--- src/rtl/clk_time_pkg.sv ---
// Shared constants and state type for the seconds-of-day to HH:MM:SS BCD converter.
package clk_time_pkg;

    localparam int unsigned SEC_PER_DAY  = 86400;
    localparam int unsigned SEC_PER_HOUR = 3600;
    localparam int unsigned SEC_PER_MIN  = 60;
    localparam int unsigned HOUR_STEPS   = 5;
    localparam int unsigned MIN_STEPS    = 6;

    // 86399 fits in 17 bits, so this is the working width of the remainder
    localparam int unsigned REM_W = 17;

    typedef enum logic [1:0] {
        IDLE,
        HRS,
        MIN,
        CONV
    } hms_state_t;

endpackage

--- src/rtl/bin6_to_bcd.sv ---
// Combinational 6-bit binary to two-digit packed BCD, used for hours, minutes and seconds.
module bin6_to_bcd (
    input  logic [5:0] value,
    output logic [7:0] bcd
);

    logic [3:0] tens;
    logic [5:0] base;

    always_comb begin
        tens = 4'd0;
        base = 6'd0;
        if (value >= 6'd60) begin
            tens = 4'd6;
            base = 6'd60;
        end else if (value >= 6'd50) begin
            tens = 4'd5;
            base = 6'd50;
        end else if (value >= 6'd40) begin
            tens = 4'd4;
            base = 6'd40;
        end else if (value >= 6'd30) begin
            tens = 4'd3;
            base = 6'd30;
        end else if (value >= 6'd20) begin
            tens = 4'd2;
            base = 6'd20;
        end else if (value >= 6'd10) begin
            tens = 4'd1;
            base = 6'd10;
        end
        bcd = {tens, 4'(value - base)};
    end

endmodule

--- src/rtl/time_to_hms_bcd.sv ---
// Fixed-latency (12 edge) restoring-division converter from seconds-of-day to BCD hh/mm/ss.
// Optional macro TIME_TO_HMS_AUTO_CONVERT_EN: self-start whenever time_in changes.
module time_to_hms_bcd
    import clk_time_pkg::*;
#(
    parameter int TIME_W = 24
) (
    input  logic              clk,
    input  logic              reset,
    input  logic [TIME_W-1:0] time_in,
    input  logic              start,
    output logic              ready,
    output logic              valid,
    output logic [7:0]        hh_bcd,
    output logic [7:0]        mm_bcd,
    output logic [7:0]        ss_bcd,
    output logic              err
);

    hms_state_t       state, state_nxt;
    logic [2:0]       step, step_nxt;
    logic [REM_W-1:0] rem, rem_nxt;
    logic [4:0]       hour, hour_nxt;
    logic [5:0]       minute, minute_nxt;
    logic             oor, oor_nxt;
    logic             valid_nxt, err_nxt;
    logic [7:0]       hh_nxt, mm_nxt, ss_nxt;
    logic [7:0]       hh_conv, mm_conv, ss_conv;
    logic [REM_W-1:0] hour_unit, min_unit;
    logic             accept;

    assign ready = (state == IDLE);

`ifdef TIME_TO_HMS_AUTO_CONVERT_EN
    logic [TIME_W-1:0] last_in;

    assign accept = start || (time_in != last_in);

    always_ff @(posedge clk or posedge reset) begin
        if (reset) begin
            last_in <= '0;
        end else if (state == IDLE && accept) begin
            last_in <= time_in;
        end
    end
`else
    assign accept = start;
`endif

    bin6_to_bcd u_hh (.value({1'b0, hour}), .bcd(hh_conv));
    bin6_to_bcd u_mm (.value(minute),       .bcd(mm_conv));
    bin6_to_bcd u_ss (.value(rem[5:0]),     .bcd(ss_conv));

    // One quotient bit per cycle: subtract the shifted divisor when it fits
    always_comb begin
        hour_unit  = REM_W'(SEC_PER_HOUR) << step;
        min_unit   = REM_W'(SEC_PER_MIN) << step;
        state_nxt  = state;
        step_nxt   = step;
        rem_nxt    = rem;
        hour_nxt   = hour;
        minute_nxt = minute;
        oor_nxt    = oor;
        valid_nxt  = 1'b0;
        err_nxt    = err;
        hh_nxt     = hh_bcd;
        mm_nxt     = mm_bcd;
        ss_nxt     = ss_bcd;
        case (state)
            IDLE: begin
                if (accept) begin
                    rem_nxt    = time_in[REM_W-1:0];
                    oor_nxt    = (time_in >= TIME_W'(SEC_PER_DAY));
                    hour_nxt   = '0;
                    minute_nxt = '0;
                    step_nxt   = 3'(HOUR_STEPS - 1);
                    state_nxt  = HRS;
                end
            end
            HRS: begin
                if (rem >= hour_unit) begin
                    rem_nxt        = rem - hour_unit;
                    hour_nxt[step] = 1'b1;
                end
                if (step == 3'd0) begin
                    step_nxt  = 3'(MIN_STEPS - 1);
                    state_nxt = MIN;
                end else begin
                    step_nxt = step - 3'd1;
                end
            end
            MIN: begin
                if (rem >= min_unit) begin
                    rem_nxt          = rem - min_unit;
                    minute_nxt[step] = 1'b1;
                end
                if (step == 3'd0) begin
                    state_nxt = CONV;
                end else begin
                    step_nxt = step - 3'd1;
                end
            end
            CONV: begin
                // Out-of-range inputs leave garbage quotients, so blank the display instead
                hh_nxt    = oor ? 8'h00 : hh_conv;
                mm_nxt    = oor ? 8'h00 : mm_conv;
                ss_nxt    = oor ? 8'h00 : ss_conv;
                err_nxt   = oor;
                valid_nxt = 1'b1;
                state_nxt = IDLE;
            end
            default: state_nxt = IDLE;
        endcase
    end

    always_ff @(posedge clk or posedge reset) begin
        if (reset) begin
            state  <= IDLE;
            step   <= '0;
            rem    <= '0;
            hour   <= '0;
            minute <= '0;
            oor    <= 1'b0;
            valid  <= 1'b0;
            err    <= 1'b0;
            hh_bcd <= 8'h00;
            mm_bcd <= 8'h00;
            ss_bcd <= 8'h00;
        end else begin
            state  <= state_nxt;
            step   <= step_nxt;
            rem    <= rem_nxt;
            hour   <= hour_nxt;
            minute <= minute_nxt;
            oor    <= oor_nxt;
            valid  <= valid_nxt;
            err    <= err_nxt;
            hh_bcd <= hh_nxt;
            mm_bcd <= mm_nxt;
            ss_bcd <= ss_nxt;
        end
    end

endmodule

--- config.mk ---
export PLATFORM = sky130hd
export DESIGN_NAME = time_to_hms_bcd
export DESIGN_NICKNAME = d
export VERILOG_FILES = /design/src/rtl/clk_time_pkg.sv /design/src/rtl/bin6_to_bcd.sv /design/src/rtl/time_to_hms_bcd.sv
export SDC_FILE = /design/constraint.sdc
export NUM_CORES = 1
export LEC_CHECK = 0
export CORE_MARGIN = 2
export CORE_UTILIZATION = 50
export CTS_BUF_LIST = sky130_fd_sc_hd__clkbuf_8
export DETAILED_ROUTE_END_ITERATION = 8
export HOLD_SLACK_MARGIN = 0.03
export PLACE_DENSITY = 0.78
export RECOVER_POWER = 25
export SLEW_MARGIN = 15
export SYNTH_ARGS = -nofsm -noshare
export SYNTH_HDL_FRONTEND = slang
export SYNTH_SLANG_ARGS = --single-unit
--- constraint.sdc ---
create_clock -name clk -period 8.37 [get_ports clk]
set_input_delay 2.0925 -clock clk [delete_from_list [all_inputs] [get_ports clk]]
set_output_delay 2.0925 -clock clk [all_outputs]
set_load 0.005 [all_outputs]
======== Word level (Yosys, flattened, before mapping) ========
Cells that the tools add are included.
storage, ports and cells
  logic and storage cells ................. 125
  latch bits .............................. 0
  ROM bits ................................ 0
  bits of input ports ..................... 27
  flip-flop bits (word level) ............. 60
  RAM bits ................................ 0
  output and inout port bits .............. 27
  memories ................................ 0
cells by class
  bitwise logic cells ..................... 2
  reductions and logical operators ........ 12
  divide/modulo/power cells ............... 0
  order comparisons ....................... 23
  $add $sub $neg .......................... 6
  multiply operators ...................... 0
  equality and inequality tests ........... 9
  muxes and demuxes ....................... 60
  shift operators ......................... 2
operators with widths
  operator               count
  $mux 4                 33
  $mux 17                3
  $pmux 17 s3            1
  $ge 6x6->1 const B     6
  $ge 17x17->1           2
  $sub 17x17->17         2
  $ge 24x17->1 const B   1
  $ge 6x5->1 const B     4
  $mux 8                 3
  $ge 5x6->1 const B     3
  $shl 12x3->17 const A  1
  $shl 6x3->17 const A   1
  $ge 6x4->1 const B     2
  $mux 6                 2
  $ne 2x2->1 const B     6
  $pmux 6 s2             1
  $reduce_and 3->1       4
  $sub 4x4->4            3
  $ge 5x5->1 const B     2
  $mux 5                 2
  $pmux 5 s2             1
  $mux 3                 3
  $pmux 3 s3             1
  $pmux 2 s4             1
  18 further kinds       26

======== Longest topological paths before layout ========
Gate-level depths: netlist (run 1).
  depth in word-level cells ............... 9
  depth in mapped cells ................... 15
  mapped depth without buffers ............ 13

======== Cells and area by module ========
A second synthesis (run 1) with hierarchy kept.
unflattened totals
  cell total of the unflattened synthesis .. 620
  area, all modules ....................... 5,210.0 um^2
by module, submodules not included
  module           times used  area an instance (um^2)  cells each  seq. area each (um^2)
  time_to_hms_bcd  1           4,440.5                  509         1,501.4
  bin6_to_bcd      3           256.5                    37          0.0

======== Worst setup path after synthesis (run 1) ========
OpenSTA, ideal clock, no wires.
  path type ............................... register to register
  start ................................... register step[0]
  end ..................................... register rem[15]
  buffers on the path ..................... 0
  period minus slack after synthesis ...... 3.338 ns
  library setup time ...................... 0.095 ns
  data arrival time ....................... 3.242 ns
  required time ........................... 8.275 ns
  cell stages (with the launch flop) ...... 13
  slack ................................... 5.032 ns
  cell sequence ........................... dfrtp_1 -> inv_1 -> ha_1 -> nor2b_1 -> inv_1 -> ha_1 -> o21a_1 -> o221a_4 -> a221o_2 -> a2111oi_4 -> mux2i_1 -> a211oi_2 -> o31ai_1
on the way
  cells in the longest elaborated chain, start to end .. 4
  elaborated cells between the ends (all ways) .. 12
  classes of those cells .................. add/sub: 2; order compare: 2; eq/ne: 2; shift: 2; mux: 3; reduce/logical: 1
ends and longest elaborated chain
  what                                                    RTL line                                      source
  from (decl)                                             time_to_hms_bcd.sv:21                         logic [2:0] step, step_nxt;
  from (signal assigned)                                  time_to_hms_bcd.sv:131                        step <= step_nxt;
  $shl 6x3->17 / $shl 12x3->17 (equally long branches)    time_to_hms_bcd.sv:57, time_to_hms_bcd.sv:56
  $sub 17x17->17, or another cell as far along            time_to_hms_bcd.sv:94                         rem_nxt = rem - min_unit;
  $mux 17, or another cell as far along                   time_to_hms_bcd.sv:93                         if (rem >= min_unit) begin
  $pmux 17 s3 / $reduce_and 4->1 (equally long branches)  n/a
  to (signal assigned)                                    time_to_hms_bcd.sv:132                        rem <= rem_nxt;
  to (decl)                                               time_to_hms_bcd.sv:22                         logic [REM_W-1:0] rem, rem_nxt;
Several ways; a longest one is shown, not always the timed one. The select of a mux whose other input is x is not followed.
A chain may end at the register's enable or synchronous reset.

==> results of run 1 <==
worst paths after layout:
path / startpoint / endpoint / slack, ns
min in group asynchronous: reset / ss_bcd[4] / 3.35
max in group clk: step[0] / rem[0] / 4.34
worst min register to register: hh_bcd[1] / hh_bcd[1] / 0.51
worst min-delay path: hh_bcd[1] / hh_bcd[1] / 0.51
worst max-delay path: reset / rem[11] / 3.33
worst max register to register: step[0] / rem[0] / 4.34
worst max-delay path, stage by stage:
cell           delay (ns)
dlygate4sd3_1        0.54
clkinv_1             0.05
clkbuf_1             2.12
per-stage QoR:
step	worst slack (ns)	util (%)	cell area, um2
2_1_floorplan	4.91	-	4290
3_3_place_gp	4.11	58.3	4820
3_5_place_dp	4.05	58.3	4820
4_1_cts	4.00	59.5	4910
5_1_grt	2.72	59.5	4910
6_report	3.33	59.5	4910
registers in the layout (all words and copies together) (netlist names):
signal	cells
oor	1
minute	6
rem	17
valid	1
mm_bcd	7
hh_bcd	6
err	1
ss_bcd	7
hour	5
state	2
step	3
layout by cell type, fill, tap and decap left out, types with 17 or more instances in the layout:
master	netlist	layout
o21ai_0	34	34
a22o_1	17	17
nor2_1	42	42
dfrtp_1	56	56
clkdlybuf4s50_1	0	47
a21oi_1	32	32
inv_1	32	31
nand2_1	46	46
ha_1	43	43
routing by layer:
metal	track usage, %	wire (um)	up-vias
li1	-	-	1851
met1	30.4	4660	1807
met2	41.3	4980	129
met3	3.41	529	23
met4	7.63	197	0
met5	0	0	-
power breakdown:
part / switching [mW] / internal [mW] / total, mW / leakage (nW)
Combinational: 0.949 / 0.726 / 1.68 / 1.37
Clock: 0.102 / 0.0614 / 0.163 / 0.0452
Sequential: 0.130 / 0.385 / 0.515 / 0.722
Total: 1.18 / 1.17 / 2.35 / 2.14
layout make-up:
cell class              instances  area, um2  area share [%]
clock inverters                 3       25.0           0.509
multi-input cells             380       2660            54.2
flip-flops and latches         56       1400            28.5
well taps                     105        131            2.67
inverters                      33        124            2.52
repair buffers                 51        502            10.2
clock buffers                   5       68.8            1.40
cells by family (layout without fill, tap and decap cells):
family                     count (synthesis)  in the layout
adders and majority gates                 46             46
DFF                                       56             56
buffers and inverters                     56             92
and+or+nand+nor                          146            146
AOI/OAI and AO/OA                        158            158
xor gates and xnor gates                  21             21
other                                      1              4
muxes                                      5              5
==> impl_results.md, run 1 <==
* Worst min path class: reg2reg
* Top FF cell, synth: dfrtp_1
* Setup_tns at 0 ns
* Count of different cell masters after synthesis at 57
* FFs w/ async S/R, synth at 100%
* Outcome: complete, but fails checks
* Slew @ Worst Pin at 3.02 ns
* Mapped Area at 0.00428 mm2
* Area Growth Syn to Fin at 14.9%
* Placed Cells at 625
* DRC Markers at 0
* CTS resizes at 0
* Count leader, synth: dfrtp_1
* Filler cell count at 759
* TritonCTS Buffers at 5
* Post-synthesis mux area share at 1.20%
* Crit start category: primary input
* Global-route wire length before repair at 17400 um
* Post-synthesis adder-cell area fraction at 14.0%
* Core footprint at 0.00826 mm2
* Seq cells post-synth at 56
* Row Count at 33
* Worst endpoint data arrival time at 4.83 ns
* GR Util All Layers at 23.7%
* Relative slew slack at -101%
* P per Cell Area at 479 mW/mm2
* Detailed Route WL at 10400 um
* Root Driver: clkbuf_8
* Fin Hold WS at 0.508 ns
* Largest net degree at the start of global routing at 57
* Req. time, crit path at 8.16 ns
* VDD IR max at 0.272 mV
* Post-CTS setup buffers at 0
* Vias in the first global route at 3718
* Initial core utilization at 51.8%
* Max Cap Viol at 1
* Post-Synth XOR/XNOR Area at 4.30%
* H-tree levels at 2
* Min cycle time layout at 5.04 ns
* Syn Inst Count at 489
* Setup crit end kind: async pin
* Clk Latency, worst-skew pair at 0.32 ns
* Share of cells above drive strength 1 at 3.22%
* Synth Area in Compound Gates at 26.1%
* Die Ht at 96.5 um
* Die footprint at 0.00931 mm2
* Top-area cell type share of the netlist area at 32.8%
* P_leak at 2.14 nW
* Post-route ant nets at 0
* CTS tree: built
* Final hold viol count at 0
* Wire length per cell at 16.4 um
* Kind of critical path: in2async
* Largest family of logic cells by synthesized area: compound AO/OA/AOI/OAI gates
* Commonest cells post-synth: 56 x dfrtp_1, 46 x nand2_1, 43 x ha_1, 42 x nor2_1, 34 x o21ai_0
* PortBufs at 49
* Hold depth at 1
* Worst-path maximum fanout at 56
* FMAX at 198 MHz
* Simple-Gate Fraction of Synth Area at 16.2%
* Die X at 96.5 um
* Via density per instance at 6.02
* Initial antenna violation count at 0
* Nets at 600
* Ant diodes at 0
* Clk slew on worst S/H paths at 0.11 ns
* Area leader, netlist: dfrtp_1
* Synth area leaders: dfrtp_1 33%, ha_1 13%, nand2_1 4.0%
* Congestion Overflow GR at 0
* Vias after detailed routing at 3810
* DR iter-0 viols at 312
* Number of synthesized flops with an enable pin at 0
* Sequential fraction of the synthesis area at 32.8%
* Final setup viols at 0
* Post-detail-place hpwl at 7650 um
* RSZ-0062 raised after global routing: false
* Synth warn at 0
* First drt pass iteration count at 5
* Failing checks: max-capacitance violations, max-slew violations
* I/O pin count at 54
* Syn Area/Cell at 8.75 um2
* Number of hold buffers added after cts at 0
* CTS sink count at 56
* GPL Wtd Cong at 0.939
* Final Max Tran Viols at 57
* Crit share post-route at 60.3%
* Total power at 2.35 mW
* Clock skew at 0.00795 ns
* CTS Buffer Depth at 2
* FF-to-FF path depth at 12
* Finished Layout Cells at 633
No activity file was read; power rests on OpenSTA's default activity.
==> run 2, diff against run 1 <==
==> constraint.sdc (replaced) <==
create_clock -name clk -period 5.2 [get_ports clk]
set_input_delay 1.3 -clock clk [delete_from_list [all_inputs] [get_ports clk]]
set_output_delay 1.3 -clock clk [all_outputs]
set_load 0.005 [all_outputs]
==> run 2 against run 1 <==
The flow still finishes with violations (max-capacitance violations, max-slew violations). Setup slack lost 2.2 ns. Via count is 0.71% lower. Critical path depth rose by 10. Cell area is 0.25% higher. Final cell count increased by 0.32%. Non-clock buffer count increased by 2. Combinational power is 62% higher. Global-route usage is 0.84 points higher. Count of clock-buffer cells in the layout unchanged. Critical path type is now reg2reg. Largest cell class unchanged.
==> impl_results.md, run 2 (synthesis results as in run 1) <==
* Outcome: complete, but fails checks
* Failing checks: max-capacitance violations, max-slew violations
* Clk Latency, worst-skew pair at 0.32 ns (about the same)
* Wire length per cell at 16.9 um (+3.1%)
* Number of hold buffers added after cts at 0 (unchanged)
* P_leak at 2.15 nW (+0.49%)
* Clock skew at 0.00818 ns (+0.000227 ns)
* Sw frac at 50.2% (about the same)
* Worst min path class: reg2reg
* Vias after detailed routing at 3783 (-0.71%)
* Internal power at 1.90 mW (+62%)
* CP max stage cell: dfrtp_1
* Final setup viols at 0 (unchanged)
* Hold depth at 1 (unchanged)
* Max reg flops at 17 (unchanged)
* R2r setup slk at 1.16 ns (-3.18 ns)
* Most flops, register: rem
* GR Util met2 at 43.2% (+2.0 points)
* DR iter-0 viols at 182 (-42%)
* Root Driver: clkbuf_8
* Worst-path maximum fanout at 29 (-48%)
* Ant diodes at 0 (unchanged)
* Crit path from: step[1]
* Setup crit end kind: flip-flop
* PortBufs at 49 (unchanged)
* Share of cells above drive strength 1 at 3.40% (+0.18 points)
* Area Growth Syn to Fin at 15.2%
* Clk slew on worst S/H paths at 0.11 ns (about the same)
* Slowest Stage Delay on Critical Path at 0.47 ns (-1.65 ns)
* Core footprint at 0.00826 mm2 (unchanged)
* WHS Endpoint: hh_bcd[0]
* CTS tree: built
* Crit share post-route at 77.6%
* Initial core utilization at 51.8% (unchanged)
* CTS Buffer Depth at 2 (unchanged)
* Biggest regs: rem: 17 flops, mm_bcd: 7 flops, ss_bcd: 7 flops
* Die X at 96.5 um (unchanged)
* FF-to-FF path depth at 13 (+1)
* Max Cap Viol at 1 (unchanged)
* P per Cell Area at 775 mW/mm2 (+62%)
* Finished Layout Cells at 635 (+0.32%)
* GPL Wtd Cong at 0.892 (-5.1%)
* Min-Delay Startpoint: hh_bcd[0]
* I/O pin count at 54 (unchanged)
* Reg-to-reg startpoint: step[1]
* Met1 usage at 30.8% (+0.41 points)
* Slew @ Worst Pin at 2.16 ns (-0.862 ns)
* Req. time, crit path at 5.42 ns (-2.74 ns)
* DRC Markers at 0 (unchanged)
* Most frequent cells in the layout: 56 x dfrtp_1, 47 x clkdlybuf4s50_1, 46 x nand2_1, 43 x ha_1, 42 x nor2_1
* CTS sink count at 56 (unchanged)
* Worst endpoint data arrival time at 4.25 ns (-0.58 ns)
* Vias in the first global route at 3718 (unchanged)
* FMAX at 248 MHz
* RSZ-0062 raised after global routing: false
* Nets at 602 (+0.33%)
* Clk pwr share at 6.8% (about the same)
* Final hold viol count at 0 (unchanged)
* VDD IR max at 0.428 mV (+57%)
* Row Count at 33 (unchanged)
* Fin Hold WS at 0.505 ns (-0.00368 ns)
* Via density per instance at 5.96 (-1.0%)
* Global-route wire length before repair at 17900 um (+2.8%)
* CP Cell Sequence: inv_1, ha_1, nor2b_1, inv_1, ha_1, o211ai_1, a21oi_1, nor3_1, o21ai_0, nand3_1, buf_4, nor2_1, a22o_1
* Relative slew slack at -43.8% (+57 points)
* Die footprint at 0.00931 mm2 (unchanged)
* Met3 Use GR at 3.49% (+0.078 points)
* Logic pwr share at 71.4% (+0.2 points)
* Die Ht at 96.5 um (unchanged)
* Setup_tns at 0 ns (unchanged)
* NetSw at 1.92 mW (+62%)
* R2R Path End: rem[0]
* Initial antenna violation count at 0 (unchanged)
* Post-CTS setup buffers at 0 (unchanged)
* Kind of critical path: reg2reg
* First drt pass iteration count at 4 (-1)
* Placed Cells at 627 (+0.32%)
* Most common cell after layout, fill and taps aside: dfrtp_1
* Post-detail-place hpwl at 8210 um (+7.4%)
* TritonCTS Buffers at 5 (unchanged)
* Detailed Route WL at 10700 um (+3.5%)
* H-tree levels at 2 (unchanged)
* GR Util All Layers at 24.6% (+0.84 points)
* Share of total power in sequential cells at 21.8% (about the same)
* Crit start category: flip-flop
* Min cycle time layout at 4.04 ns
* Busiest grt layer: met2
* CTS resizes at 0 (unchanged)
* Total power at 3.82 mW (+62%)
* Post-route ant nets at 0 (unchanged)
* Final Max Tran Viols at 42 (-26%)
* Largest net degree at the start of global routing at 42 (-26%)
* Congestion Overflow GR at 0 (unchanged)
==> run 2: worst max-delay path by stage <==
stage	slack, ns	to	cells after the start
after floorplan	1.86	rem[15]	12
after global placement	1.36	rem[0]	13
after detailed placement	1.24	rem[1]	13
after CTS	1.20	rem[0]	13
after global routing	0.72	hour[1]	3
final	1.16	rem[0]	13
==> run 2: power groups by stage <==
stage | logic, mW | clock network (mW) | registers, mW
after CTS | 2.72 | 0.265 | 0.829
after detailed placement | 2.70 | 0 | 0.839
after global placement | 2.61 | 0 | 0.831
after floorplan | 2.09 | 0 | 0.759
final | 2.72 | 0.259 | 0.833
after global routing | 3.05 | 0.282 | 0.859
==> run 2: through the flow <==
stage | area (um2) | setup WS (ns) | util, %
final | 4920 | 1.16 | 59.6
after global routing | 4920 | 0.716 | 59.6
after CTS | 4930 | 1.20 | 59.7
after detailed placement | 4830 | 1.24 | 58.5
after global placement | 4830 | 1.36 | 58.5
after floorplan | 4290 | 1.86 | -
==> run 2: layout make-up <==
type / count / area, um2
Clock inverter: 3 / 27.5
Fill cell: 761 / 3330
Multi-Input combinational cell: 380 / 2660
Tap cell: 105 / 131
Sequential cell: 56 / 1400
Inverter: 33 / 124
Clock buffer: 5 / 68.8
Timing Repair Buffer: 53 / 517
==> run 2: metal layers <==
layer | share of wire, % | vias up
met5 | 0 | -
met3 | 4.5 | 22
met4 | 2.2 | 0
met2 | 49 | 98
li1 | - | 1862
met1 | 44 | 1801
==> run 2: critical path: cells and delay by family, from the launching register on <==
| family | cells | cell delay [ns] |
|---|---|---|
| simple gates | 4 | 1.12 |
| compound gates | 4 | 0.97 |
| buf+inv | 3 | 0.75 |
| fa+ha+maj | 2 | 0.61 |
| flops | 1 | 0.47 |
==> run 3, diff against run 2 <==
--- a/config.mk
+++ b/config.mk
@@ -10,7 +10,7 @@
 export CTS_BUF_LIST = sky130_fd_sc_hd__clkbuf_8
 export DETAILED_ROUTE_END_ITERATION = 8
 export HOLD_SLACK_MARGIN = 0.03
-export PLACE_DENSITY = 0.78
+export PLACE_DENSITY = 0.81
 export RECOVER_POWER = 25
 export SLEW_MARGIN = 15
 export SYNTH_ARGS = -nofsm -noshare
==> constraint.sdc (replaced) <==
create_clock -name clk -period 3.7 [get_ports clk]
set_input_delay 0.925 -clock clk [delete_from_list [all_inputs] [get_ports clk]]
set_output_delay 0.925 -clock clk [all_outputs]
set_load 0.005 [all_outputs]
==> run 3 against run 2 <==
The run now ends clean. Cell area grew 1.8%. Clock skew rose by 0.0012 ns. Sequential power rose by 37%.
==> impl_results.md, run 3 (synthesis results as in run 1) <==
* Outcome: finished, final reports clean
* P per Cell Area at 1090 mW/mm2 (+40%)
* RSZ-0062 raised after global routing: false
* I/O pin count at 54 (unchanged)
* Reg-to-reg startpoint: step[1]
* R2r setup slk at 0.19 ns (-0.97 ns)
* Max Cap Viol at 0 (-1)
* Clk slew on worst S/H paths at 0.11 ns (about the same)
* Final hold viol count at 0 (unchanged)
* Min-Delay Startpoint: ss_bcd[2]
* Largest net degree at the start of global routing at 27 (-36%)
* R2R Path End: rem[12]
* Share of total power in sequential cells at 21.0% (-0.8 points)
* Kind of critical path: reg2reg
* CP Cell Sequence: inv_1, buf_4, ha_1, inv_1, ha_1, inv_1, ha_1, a21oi_1, o21ai_0, nand4b_1, a21o_1, nand3_1, buf_12, o31a_1
* Ant diodes at 0 (unchanged)
* Most frequent cells in the layout: 56 x dfrtp_1, 48 x clkdlybuf4s50_1, 46 x nand2_1, 43 x ha_1, 42 x nor2_1
* Congestion Overflow GR at 0 (unchanged)
* DR iter-0 viols at 192 (+5.5%)
* Detailed Route WL at 10400 um (-2.9%)
* Internal power at 2.77 mW (+46%)
* Setup_tns at 0 ns (unchanged)
* P_leak at 2.20 nW (+2.5%)
* Clk pwr share at 6.7% (about the same)
* Hold depth at 1 (unchanged)
* Initial core utilization at 51.8% (unchanged)
* Initial antenna violation count at 0 (unchanged)
* Logic pwr share at 72.4% (+1.0 points)
* Register area at 0.00140 mm2 (unchanged)
* Finished Layout Cells at 645 (+1.6%)
* Biggest regs: rem: 17 flops, mm_bcd: 7 flops, ss_bcd: 7 flops
* Multi-input logic area at 0.00266 mm2 (about the same)
* NetSw at 2.67 mW (+39%)
* Post-layout util at 60.7% (+1.1 points)
* Max reg flops at 17 (unchanged)
* Vias after detailed routing at 3822 (+1.0%)
* CTS resizes at 0 (unchanged)
* Number of hold buffers added after cts at 0 (unchanged)
* H-tree levels at 2 (unchanged)
* PortBufs at 49 (unchanged)
* CP max stage cell: o21ai_0
* Setup crit end kind: flip-flop
* Die footprint at 0.00931 mm2 (unchanged)
* Most flops, register: rem
* VDD IR max at 0.557 mV (+30%)
* Via density per instance at 5.93 (-0.54%)
* Fin Hold WS at 0.497 ns (-0.00722 ns)
* Area Growth Syn to Fin at 17.3%
* Filler cell count at 747 (-1.8%)
* Clk Latency, worst-skew pair at 0.32 ns (about the same)
* Nets at 612 (+1.7%)
* GR Util All Layers at 24.0% (-0.55 points)
* Min cycle time layout at 3.51 ns (-0.528 ns)
* WP buf/inv at 5 (+2)
* First drt pass iteration count at 4 (unchanged)
* GPL Wtd Cong at 0.877 (-1.7%)
* FMAX at 285 MHz (+15%)
* FF-to-FF path depth at 14 (+1)
* Wire length per cell at 16.2 um (-4.4%)
* Placed Cells at 637 (+1.6%)
* Total power at 5.44 mW (+43%)
* Die Ht at 96.5 um (unchanged)
* Cell family with most CP delay: compound AO/OA/AOI/OAI gates
* Root Driver: clkbuf_8
* Worst endpoint data arrival time at 3.73 ns (-0.52 ns)
* Relative slew slack at 35.7% (+80 points)
* Worst min path class: reg2reg
* Post-route ant nets at 0 (unchanged)
* Critical path depth at 14 (+1)
* Core footprint at 0.00826 mm2 (unchanged)
* Row Count at 33 (unchanged)
* Clock skew at 0.00935 ns (+0.00117 ns)
* Worst-path maximum fanout at 20 (-31%)
* CTS Buffer Depth at 2 (unchanged)
* Final Max Tran Viols at 0 (-100%)
* Share of cells above drive strength 1 at 5.37% (+2.0 points)
* TritonCTS Buffers at 5 (unchanged)
* Most common cell after layout, fill and taps aside: dfrtp_1
* Crit share post-route at 94.9% (+17 points)
* Final setup viols at 0 (unchanged)
* Global-route wire length before repair at 17400 um (-2.7%)
* DRC Markers at 0 (unchanged)
* Die X at 96.5 um (unchanged)
* WHS Endpoint: ss_bcd[2]
* Req. time, crit path at 3.92 ns (-1.50 ns)
* CTS tree: built
* Slowest Stage Delay on Critical Path at 0.62 ns (+0.15 ns)
* Post-detail-place hpwl at 8100 um (-1.3%)
* Post-CTS setup buffers at 0 (unchanged)
* Slew @ Worst Pin at 0.964 ns (-1.19 ns)
* CTS sink count at 56 (unchanged)
* Crit start category: flip-flop
* Vias in the first global route at 3649 (-1.9%)
* Sw frac at 49.0% (-1.2 points)
[run 3: changes by cell type in the layout (fill, tap and decap cells not counted)]
cell / before / now
buf_4: 3 / 12
nor2b_2: 0 / 1
buf_12: 0 / 1
nor2b_1: 7 / 6
dlygate4sd3_1: 2 / 1
clkdlybuf4s50_1: 47 / 48
[run 3: cell type report]
type | instances | share of cell area (%)
multi-input combinational | 380 | 53.0
sequential | 56 | 27.9
timing repair buffer | 63 | 12.1
tap | 105 | 2.62
inverter | 33 | 2.47
clock buffer | 5 | 1.37
clock inverter | 3 | 0.549
[run 3: power groups by stage]
stage                     combinational (mW)  sequential (mW)  clock, mW
after floorplan                         2.94             1.07          0
after global placement                  3.80             1.14          0
after detailed placement                3.91             1.15          0
after CTS                               3.93             1.14      0.373
after global routing                    4.39             1.18      0.398
final                                   3.94             1.14      0.362
[run 3: worst reg2reg max path, stage by stage (launching register included)]
cell      delay, ns
dfrtp_1        0.46
inv_1          0.08
buf_4          0.17
ha_1           0.17
inv_1          0.09
ha_1           0.16
inv_1          0.07
ha_1           0.34
a21oi_1        0.07
o21ai_0        0.62
nand4b_1       0.20
a21o_1         0.20
nand3_1        0.23
buf_12         0.24
o31a_1         0.29
[run 3: how the worst max path moves through the flow]
stage	from	slack, ns	to
floorplan	step[0]	0.36	rem[15]
global placement	step[1]	0.29	rem[15]
detailed placement	step[1]	0.17	rem[15]
CTS	step[1]	0.12	rem[15]
global route	step[1]	0.03	minute[1]
finish	step[1]	0.19	rem[12]
[run 3: stage by stage]
step | setup WS (ns) | cell area, um2
floorplan | 0.362 | 4290
detailed placement | 0.165 | 4920
CTS | 0.121 | 5020
global route | 0.0255 | 5010
finish | 0.190 | 5010
global placement | 0.292 | 4920
[run 3: layer usage]
layer	global-route usage (%)	part of all wire, %
met2	42.9	50
met1	29.3	43
met5	0	0
met3	3.26	4.5
met4	9.15	1.8
